`src/rtl/draw_source_arbiter.sv`:
```
// -----------------------------------------------------------------------------
// draw_source_arbiter
//
// Composes one frame from all draw sources on the shared draw-manager bus.
// On frame_start, each source is selected in SOURCE_ID order (0 first), the
// arbiter waits for its write burst, and accepted pixels become linear
// framebuffer writes (fb_addr = y*DRAW_WIDTH + x). Sources drawn later overwrite
// earlier ones, so source 0 is the background.
//
// Ports:
//   clk, resetN           clock, synchronous active-low reset
//   frame_start           one-cycle pulse: back buffer free, start composing
//   write_source_sel      currently selected source
//   write_awaited         waiting for the selected source to start its burst
//   write_active          selected source drives a valid pixel this cycle
//   write_color_data      pixel colour
//   write_transparent     pixel must not be written
//   write_x_addr/_y_addr  pixel coordinates
//   fb_we/fb_addr/fb_data framebuffer write port (1-cycle write latency)
//   busy                  compose in progress
//   compose_done          one-cycle pulse after the last source
//   skipped               sticky per-frame timeout flags, one bit per source
//   overrun               sticky: frame_start arrived while busy
//   clipped               (DRAW_ARB_CLIP_EN only) sticky per-frame flag: an
//                         out-of-range pixel was suppressed
//
// Optional feature macro: DRAW_ARB_CLIP_EN
//   defined   -> out-of-range pixels are suppressed and flagged on 'clipped'
//   undefined -> no range check; out-of-range pixels alias in fb_addr
// -----------------------------------------------------------------------------
module draw_source_arbiter #(
   parameter int NUM_SOURCES       = 4,
   parameter int SOURCE_SEL_ADDRW  = 2,
   parameter int DRAW_WIDTH        = 160,
   parameter int DRAW_HEIGHT       = 120,
   parameter int DRAW_WIDTH_ADDRW  = 8,
   parameter int DRAW_HEIGHT_ADDRW = 7,
   parameter int COLOR_DEPTH       = 9,
   parameter int FB_ADDRW          = 15,
   parameter int TIMEOUT_CYCLES    = 4096
) (
   input  logic                          clk,
   input  logic                          resetN,
   input  logic                          frame_start,
   output logic [SOURCE_SEL_ADDRW-1:0]   write_source_sel,
   output logic                          write_awaited,
   input  logic                          write_active,
   input  logic [COLOR_DEPTH-1:0]        write_color_data,
   input  logic                          write_transparent,
   input  logic [DRAW_WIDTH_ADDRW-1:0]   write_x_addr,
   input  logic [DRAW_HEIGHT_ADDRW-1:0]  write_y_addr,
   output logic                          fb_we,
   output logic [FB_ADDRW-1:0]           fb_addr,
   output logic [COLOR_DEPTH-1:0]        fb_data,
   output logic                          busy,
   output logic                          compose_done,
   output logic [NUM_SOURCES-1:0]        skipped,
   output logic                          overrun
`ifdef DRAW_ARB_CLIP_EN
   ,output logic                         clipped
`endif
);

   localparam int TO_W = (TIMEOUT_CYCLES > 1) ? $clog2(TIMEOUT_CYCLES) : 1;

   // Parameter sanity checks at elaboration time.
   if ((2 ** SOURCE_SEL_ADDRW) < NUM_SOURCES) begin : g_bad_sel_w
      $error("SOURCE_SEL_ADDRW too narrow for NUM_SOURCES");
   end
   if ((2 ** FB_ADDRW) < (DRAW_WIDTH * DRAW_HEIGHT)) begin : g_bad_fb_w
      $error("FB_ADDRW too narrow for DRAW_WIDTH*DRAW_HEIGHT");
   end

   typedef enum logic [2:0] {
      S_IDLE,
      S_SELECT,
      S_AWAIT,
      S_WRITE,
      S_NEXT,
      S_DONE
   } state_t;

   state_t                        r_state;
   logic [SOURCE_SEL_ADDRW-1:0]   r_sel;
   logic [TO_W-1:0]               r_to_cnt;
   logic                          r_awaited;
   logic                          r_busy;
   logic                          r_compose_done;
   logic [NUM_SOURCES-1:0]        r_skipped;
   logic                          r_overrun;
   logic                          r_fb_we;
   logic [FB_ADDRW-1:0]           r_fb_addr;
   logic [COLOR_DEPTH-1:0]        r_fb_data;

   logic                          w_accept;
   logic                          w_write;
   logic [FB_ADDRW-1:0]           w_pix_addr;

   // A pixel is accepted in AWAIT (first pixel of the burst) and in WRITE.
   // Bus data is only looked at when write_active=1; otherwise it may be 'z.
   assign w_accept   = ((r_state == S_AWAIT) || (r_state == S_WRITE)) && write_active;
   assign w_pix_addr = FB_ADDRW'(write_y_addr) * FB_ADDRW'(DRAW_WIDTH) + FB_ADDRW'(write_x_addr);

`ifdef DRAW_ARB_CLIP_EN
   logic r_clipped;
   logic w_in_range;
   logic w_clip_hit;

   assign w_in_range = (32'(write_x_addr) < 32'(DRAW_WIDTH)) &&
                       (32'(write_y_addr) < 32'(DRAW_HEIGHT));
   assign w_clip_hit = w_accept && !write_transparent && !w_in_range;
   assign w_write    = w_accept && !write_transparent && w_in_range;
   assign clipped    = r_clipped;

   always_ff @(posedge clk) begin
      if (!resetN) begin
         r_clipped <= 1'b0;
      end else if ((r_state == S_IDLE) && frame_start) begin
         r_clipped <= 1'b0;
      end else if (w_clip_hit) begin
         r_clipped <= 1'b1;
      end
   end
`else
   // Without clipping, range is the sources' responsibility (transparent flag).
   assign w_write = w_accept && !write_transparent;
`endif

   always_ff @(posedge clk) begin
      if (!resetN) begin
         r_state        <= S_IDLE;
         r_sel          <= '0;
         r_to_cnt       <= '0;
         r_awaited      <= 1'b0;
         r_busy         <= 1'b0;
         r_compose_done <= 1'b0;
         r_skipped      <= '0;
         r_overrun      <= 1'b0;
         r_fb_we        <= 1'b0;
         r_fb_addr      <= '0;
         r_fb_data      <= '0;
      end else begin
         // Write pipeline: one register stage between bus and framebuffer.
         r_fb_we <= w_write;
         if (w_write) begin
            r_fb_addr <= w_pix_addr;
            r_fb_data <= write_color_data;
         end

         r_compose_done <= 1'b0;

         // frame_start outside IDLE (including the DONE cycle) is dropped.
         if (frame_start && (r_state != S_IDLE)) begin
            r_overrun <= 1'b1;
         end

         case (r_state)
            S_IDLE: begin
               if (frame_start) begin
                  r_state   <= S_SELECT;
                  r_sel     <= '0;
                  r_skipped <= '0;
                  r_busy    <= 1'b1;
               end
            end

            // One settle cycle with the new select and write_awaited low.
            S_SELECT: begin
               r_state   <= S_AWAIT;
               r_awaited <= 1'b1;
               r_to_cnt  <= '0;
            end

            S_AWAIT: begin
               if (write_active) begin
                  r_state   <= S_WRITE;
                  r_awaited <= 1'b0;
               end else if (r_to_cnt == TO_W'(TIMEOUT_CYCLES - 1)) begin
                  r_skipped[r_sel] <= 1'b1;
                  r_awaited        <= 1'b0;
                  r_state          <= S_NEXT;
               end else begin
                  r_to_cnt <= r_to_cnt + TO_W'(1);
               end
            end

            // Burst length is unbounded; it ends on the first idle cycle.
            S_WRITE: begin
               if (!write_active) begin
                  r_state <= S_NEXT;
               end
            end

            S_NEXT: begin
               if (r_sel == SOURCE_SEL_ADDRW'(NUM_SOURCES - 1)) begin
                  r_state        <= S_DONE;
                  r_compose_done <= 1'b1;
               end else begin
                  r_sel   <= r_sel + SOURCE_SEL_ADDRW'(1);
                  r_state <= S_SELECT;
               end
            end

            S_DONE: begin
               r_state <= S_IDLE;
               r_busy  <= 1'b0;
               r_sel   <= '0;
            end

            default: begin
               r_state   <= S_IDLE;
               r_busy    <= 1'b0;
               r_awaited <= 1'b0;
               r_sel     <= '0;
            end
         endcase
      end
   end

   assign write_source_sel = r_sel;
   assign write_awaited    = r_awaited;
   assign busy             = r_busy;
   assign compose_done     = r_compose_done;
   assign skipped          = r_skipped;
   assign overrun          = r_overrun;
   assign fb_we            = r_fb_we;
   assign fb_addr          = r_fb_addr;
   assign fb_data          = r_fb_data;

endmodule

```
`config.mk`:
```
export PLATFORM = sky130hd
export DESIGN_NAME = draw_source_arbiter
export DESIGN_NICKNAME = d
export VERILOG_FILES = /design/src/rtl/draw_source_arbiter.sv
export SDC_FILE = /design/constraint.sdc
export NUM_CORES = 1
export LEC_CHECK = 0
export CELL_PAD_IN_SITES_DETAIL_PLACEMENT = 1
export CELL_PAD_IN_SITES_GLOBAL_PLACEMENT = 1
export CORE_ASPECT_RATIO = 0.75
export CORE_UTILIZATION = 25
export CTS_CLUSTER_DIAMETER = 150
export CTS_CLUSTER_SIZE = 40
export DETAILED_ROUTE_END_ITERATION = 10
export GPL_TIMING_DRIVEN = 0
export PLACE_DENSITY_LB_ADDON = 0.1
export SYNTH_ARGS = -nofsm -noshare
export SYNTH_HDL_FRONTEND = slang
export SYNTH_SLANG_ARGS = --single-unit
```
`constraint.sdc`:
```
create_clock -name clk -period 2.8 [get_ports clk]
set_input_delay 0.56 -clock clk [delete_from_list [all_inputs] [get_ports clk]]
set_output_delay 0.56 -clock clk [all_outputs]
set_load 0.02 [all_outputs]
```
==> impl.org <==
** Timing
- After layout, the worst setup slack is 0.155 ns.
- FMAX :: 378 MHz
- Total setup violations reported at the end of the flow :: 0
- The max-slew violation count is 0.
- For the pin with the worst max-slew slack, the measured transition is 0.763 ns.
- Unrepaired setup endpoints after global routing :: false
- On the final layout, the worst clock skew is 0.00406 ns.
- Slew Limit Headroom :: 0.488
- Final Hold Violating Endpoints :: 0
- Post-route fraction of the period consumed by the critical path :: 0.945
- Final critical path time including I/O delays and setup :: 2.64 ns

** Clock tree
- CTS sink cnt :: 50
- Hold buffer count at cts :: 0
- Clock-pin slew was measured on the worst setup and hold paths at 0.07 ns.
- The number of clock buffers added by TritonCTS is 5.
- Clock insertion delay at the later pin of the skew report :: 0.29 ns
- TritonCTS clock tree :: yes
- Clock tree synthesis selected as its root buffer the cell sky130_fd_sc_hd__clkbuf_16.
- In this run the deepest clock path goes through 2 buffers.
- Deepest level of the CTS H-tree :: 2

** Worst setup path
- Largest stage delay on the critical path :: 0.45 ns
- Traced cell by cell, the critical path runs through clkdlybuf4s50_1 -> ha_1 -> ha_2 -> fa_2 -> xor2_4 -> o2111ai_4 -> nor4_2 -> xnor2_1 -> a21oi_1.
- Sort of element at the end of the critical path :: flop
- The worst setup path is of the in2reg kind.
- In this run the worst path has a maximum fanout of 3.
- STA puts the critical path data arrival time at 2.79 ns.
- On the critical path, the stage with the largest delay is an instance of sky130_fd_sc_hd__clkdlybuf4s50_1.
- CP required :: 2.95 ns
- STA classifies the critical path startpoint as an input port.

** Global routing
- Maximum number of pins on one net before global-route repair :: 17
- The total overflow left after global routing is 0.
- The number of antenna violations at the first check in global routing was 0.
- The first global-routing pass estimated 11400 um of wire.
- Via count of the first global-routing pass :: 2260
- Overall fraction of global-route tracks in use :: 0.136

** Floorplanning
- Die width :: 119 um
- Die Span Y :: 89.6 um
- Starting density of the core :: 0.260
- The total area inside the core boundary comes to 9810 um^2.
- Io pins :: 64
- After floorplanning, the core was divided into 31 placement rows.
- Total die area :: 10600 um^2

** Drt
- Length of the first detailed-routing pass in iterations :: 4
- Vias :: 2318
- Once detail routing completed, the nets flagged for antenna violations numbered 0.
- The first routing iteration left 80 violations.
- Dividing the detail-routed via count by the number of cells gives 4.60.
- Total detailed-routing wirelength :: 7140 um
- Dividing the detail-routed wire length by the instance count gives 14.2 um.
- After detailed routing, the number of remaining DRC violations is 0.

** Power and ir drop
- The internal power of the cells totals 1350 uW.
- The analysis attributes to net switching a power of 525 uW.
- The share of total power dissipated in sequential elements is 0.402.
- Clock network fraction of design power :: 0.373
- Proportion of power drawn by combinational gates :: 0.225
- Of the total power, the share spent switching nets is 0.280.
- Pwr dens :: 519 nW/um^2
- The analysis attributes to cell leakage a power of 0.00124 uW.
- Worst ir drop on vdd :: 0.244 mV

** Placed design
- Placed wire-length estimate :: 5480 um
- Last weighted congestion value of the routability-driven placer :: 0.755
- OpenSTA, run right after detailed placement, puts the worst setup slack at -0.540 ns.
- Count of buffers from port buffering :: 62

** Yosys
- Synth unique cells :: 55
- Total nets after synthesis :: 349
- Synth area leaders :: sky130_fd_sc_hd__dfxtp_1, sky130_fd_sc_hd__ha_1, sky130_fd_sc_hd__nand2_1
- The synthesized design contains 0 enable-type register cells.
- Sequential cell area fraction in the yosys report :: 0.392
- Counting flops and latches in the post-synthesis netlist gives 50.
- After synthesis, the share of flip-flops with an asynchronous set or reset is 0.
- Synthesis produced a netlist whose cell count is 300.
- sky130_fd_sc_hd__dfxtp_1 takes more of the synthesized area than any other cell.
- Area of the mapped netlist :: 2560 um^2
- For this run, the number of Yosys warnings is 0.
- Of the post-synthesis cell area, the dominant cell type holds 0.392.
- The most used flip-flop cell after synthesis is sky130_fd_sc_hd__dfxtp_1.
- After synthesis, the mean cell area works out to 8.52 um^2.

** Outcome
- Outcome :: completed

** Hold path
- The tightest min-delay check is of the reg2reg type.

** Layout
- Post-Route Utilization :: 0.367
- Compared with the post-synthesis result, the final layout area differs by 41.0%.
- The number of antenna diodes in the final layout is 0.
- Share of final-layout standard cells stronger than drive strength 1 :: 0.0887
- The final layout contains 420 nets.

** Job
- Across the run, the number of max-cap violations was 0.
## power groups by stage
| stage | clock [uW] | combinational, uW | sequential (uW) |
|---|---|---|---|
| after floorplan | 0 | 219 | 790 |
| after global placement | 0 | 387 | 769 |
| after detailed placement | 0 | 389 | 769 |
| after CTS | 732 | 409 | 752 |
| after global routing | 749 | 469 | 755 |
| final | 699 | 421 | 752 |
## cell families after synthesis
family / share of synthesized area
mux: 0.00783
fa+ha+maj: 0.104
buf+inv: 0.0338
flops: 0.392
simple gates: 0.213
xor+xnor: 0.0411
compound gates: 0.209
## synth_stat cells (2+ instances only)
cell                       count
sky130_fd_sc_hd__a22o_1        4
sky130_fd_sc_hd__or4_1         3
sky130_fd_sc_hd__o21ai_2       2
sky130_fd_sc_hd__or3_1         3
sky130_fd_sc_hd__buf_2         3
sky130_fd_sc_hd__nand3_1       7
sky130_fd_sc_hd__nand4_1       2
sky130_fd_sc_hd__nor3_1        3
sky130_fd_sc_hd__a21oi_1      31
sky130_fd_sc_hd__clkbuf_1      8
sky130_fd_sc_hd__o31ai_1       3
sky130_fd_sc_hd__xnor2_1       6
sky130_fd_sc_hd__a211oi_1      5
sky130_fd_sc_hd__ha_1         18
sky130_fd_sc_hd__mux2i_1       2
sky130_fd_sc_hd__nor3b_1       2
sky130_fd_sc_hd__xor2_1        6
sky130_fd_sc_hd__nor4_1        2
sky130_fd_sc_hd__fa_1          2
sky130_fd_sc_hd__inv_1         7
sky130_fd_sc_hd__nor2b_1       3
sky130_fd_sc_hd__nand2b_1      3
sky130_fd_sc_hd__o21ai_0      13
sky130_fd_sc_hd__nor2_1       28
sky130_fd_sc_hd__o21ai_1       4
sky130_fd_sc_hd__a31oi_1       5
sky130_fd_sc_hd__nand2_1      47
sky130_fd_sc_hd__dfxtp_1      50
sky130_fd_sc_hd__o21a_1        2
## sequential cells by signal (all words and copies together), names as in the netlist, 2 cells and up
register / cells
skipped: 4
r_state: 3
fb_data: 9
write_source_sel: 2
fb_addr: 15
r_to_cnt: 12
## placed cells by master (no fill, tap or decap), drive strengths merged, types with 2 or more instances in the layout
master / n
dfxtp: 50
a211oi: 6
nor4: 3
or3: 3
nand2b: 3
nand2: 47
buf: 6
or4: 4
mux2i: 2
a31oi: 5
nor2b: 3
fa: 2
clkinvlp: 2
nand4: 2
a22o: 4
nor3b: 3
o21ba: 2
clkbuf: 13
dlymetal6s2s: 2
nand3: 7
inv: 8
nor2: 28
o21a: 2
a21oi: 31
clkdlybuf4s50: 60
xor2: 6
ha: 18
o21ai: 19
o31ai: 3
xnor2: 6
nor3: 3
## cell type report
class                           count  area [um^2]
Buffer                             12         56.3
Fill cell                        1139         6210
Sequential cell                    50         1000
Clock buffer                        5          125
Clock inverter                      3         45.0
Multi-Input combinational cell    230         1540
Inverter                            8         30.0
Timing Repair Buffer               64          641
Tap cell                          132          165
## worst max-delay path: cells and delay by family
family	cells	cell delay, ns
buf+inv	1	0.45
compound gates	2	0.22
xor+xnor	2	0.36
simple gates	1	0.32
fa+ha+maj	3	0.87
## path summary, 6_finish.rpt
check | start | to | slack, ns | cells after the start
max | write_y_addr[0] | fb_addr[13] | 0.16 | 9
min | fb_data[3] | fb_data[3] | 0.46 | 2
max reg2reg | r_to_cnt[3] | r_state[1] | 0.91 | 5
min reg2reg | fb_data[3] | fb_data[3] | 0.46 | 2
## stage by stage
stage / hold slack, ns / area (um^2) / total power [uW] / std cells / setup TNS [ns]
after floorplan: 0.452 / 2560 / 1010 / 300 / 0
after global placement: 0.440 / 3340 / 1160 / 494 / -1.62
after detailed placement: 0.448 / 3340 / 1160 / 494 / -1.83
after CTS: 0.458 / 3550 / 1890 / 503 / 0
after global routing: 0.478 / 3600 / 1970 / 504 / 0
final: 0.456 / 3600 / 1870 / 504 / 0
## metal layers
| layer | track usage | vias up | wire length [um] | share of wire |
|---|---|---|---|---|
| li1 | - | 1209 | - | - |
| met1 | 0.186 | 1069 | 3700 | 0.52 |
| met2 | 0.222 | 38 | 3140 | 0.44 |
| met3 | 0.0335 | 2 | 277 | 0.039 |
| met4 | 0.0242 | 0 | 21 | 0.0029 |
| met5 | 0 | - | 0 | 0 |
## timing repair
| item | CTS | global route |
|---|---|---|
| endpoints found under the setup margin | 3 | 3 |
| pin swaps | 2 | 8 |
| gates resized for setup | 6 | 9 |
| buffers inserted | 1 | 1 |
Note: power is estimated with default switching activity, not from simulation.
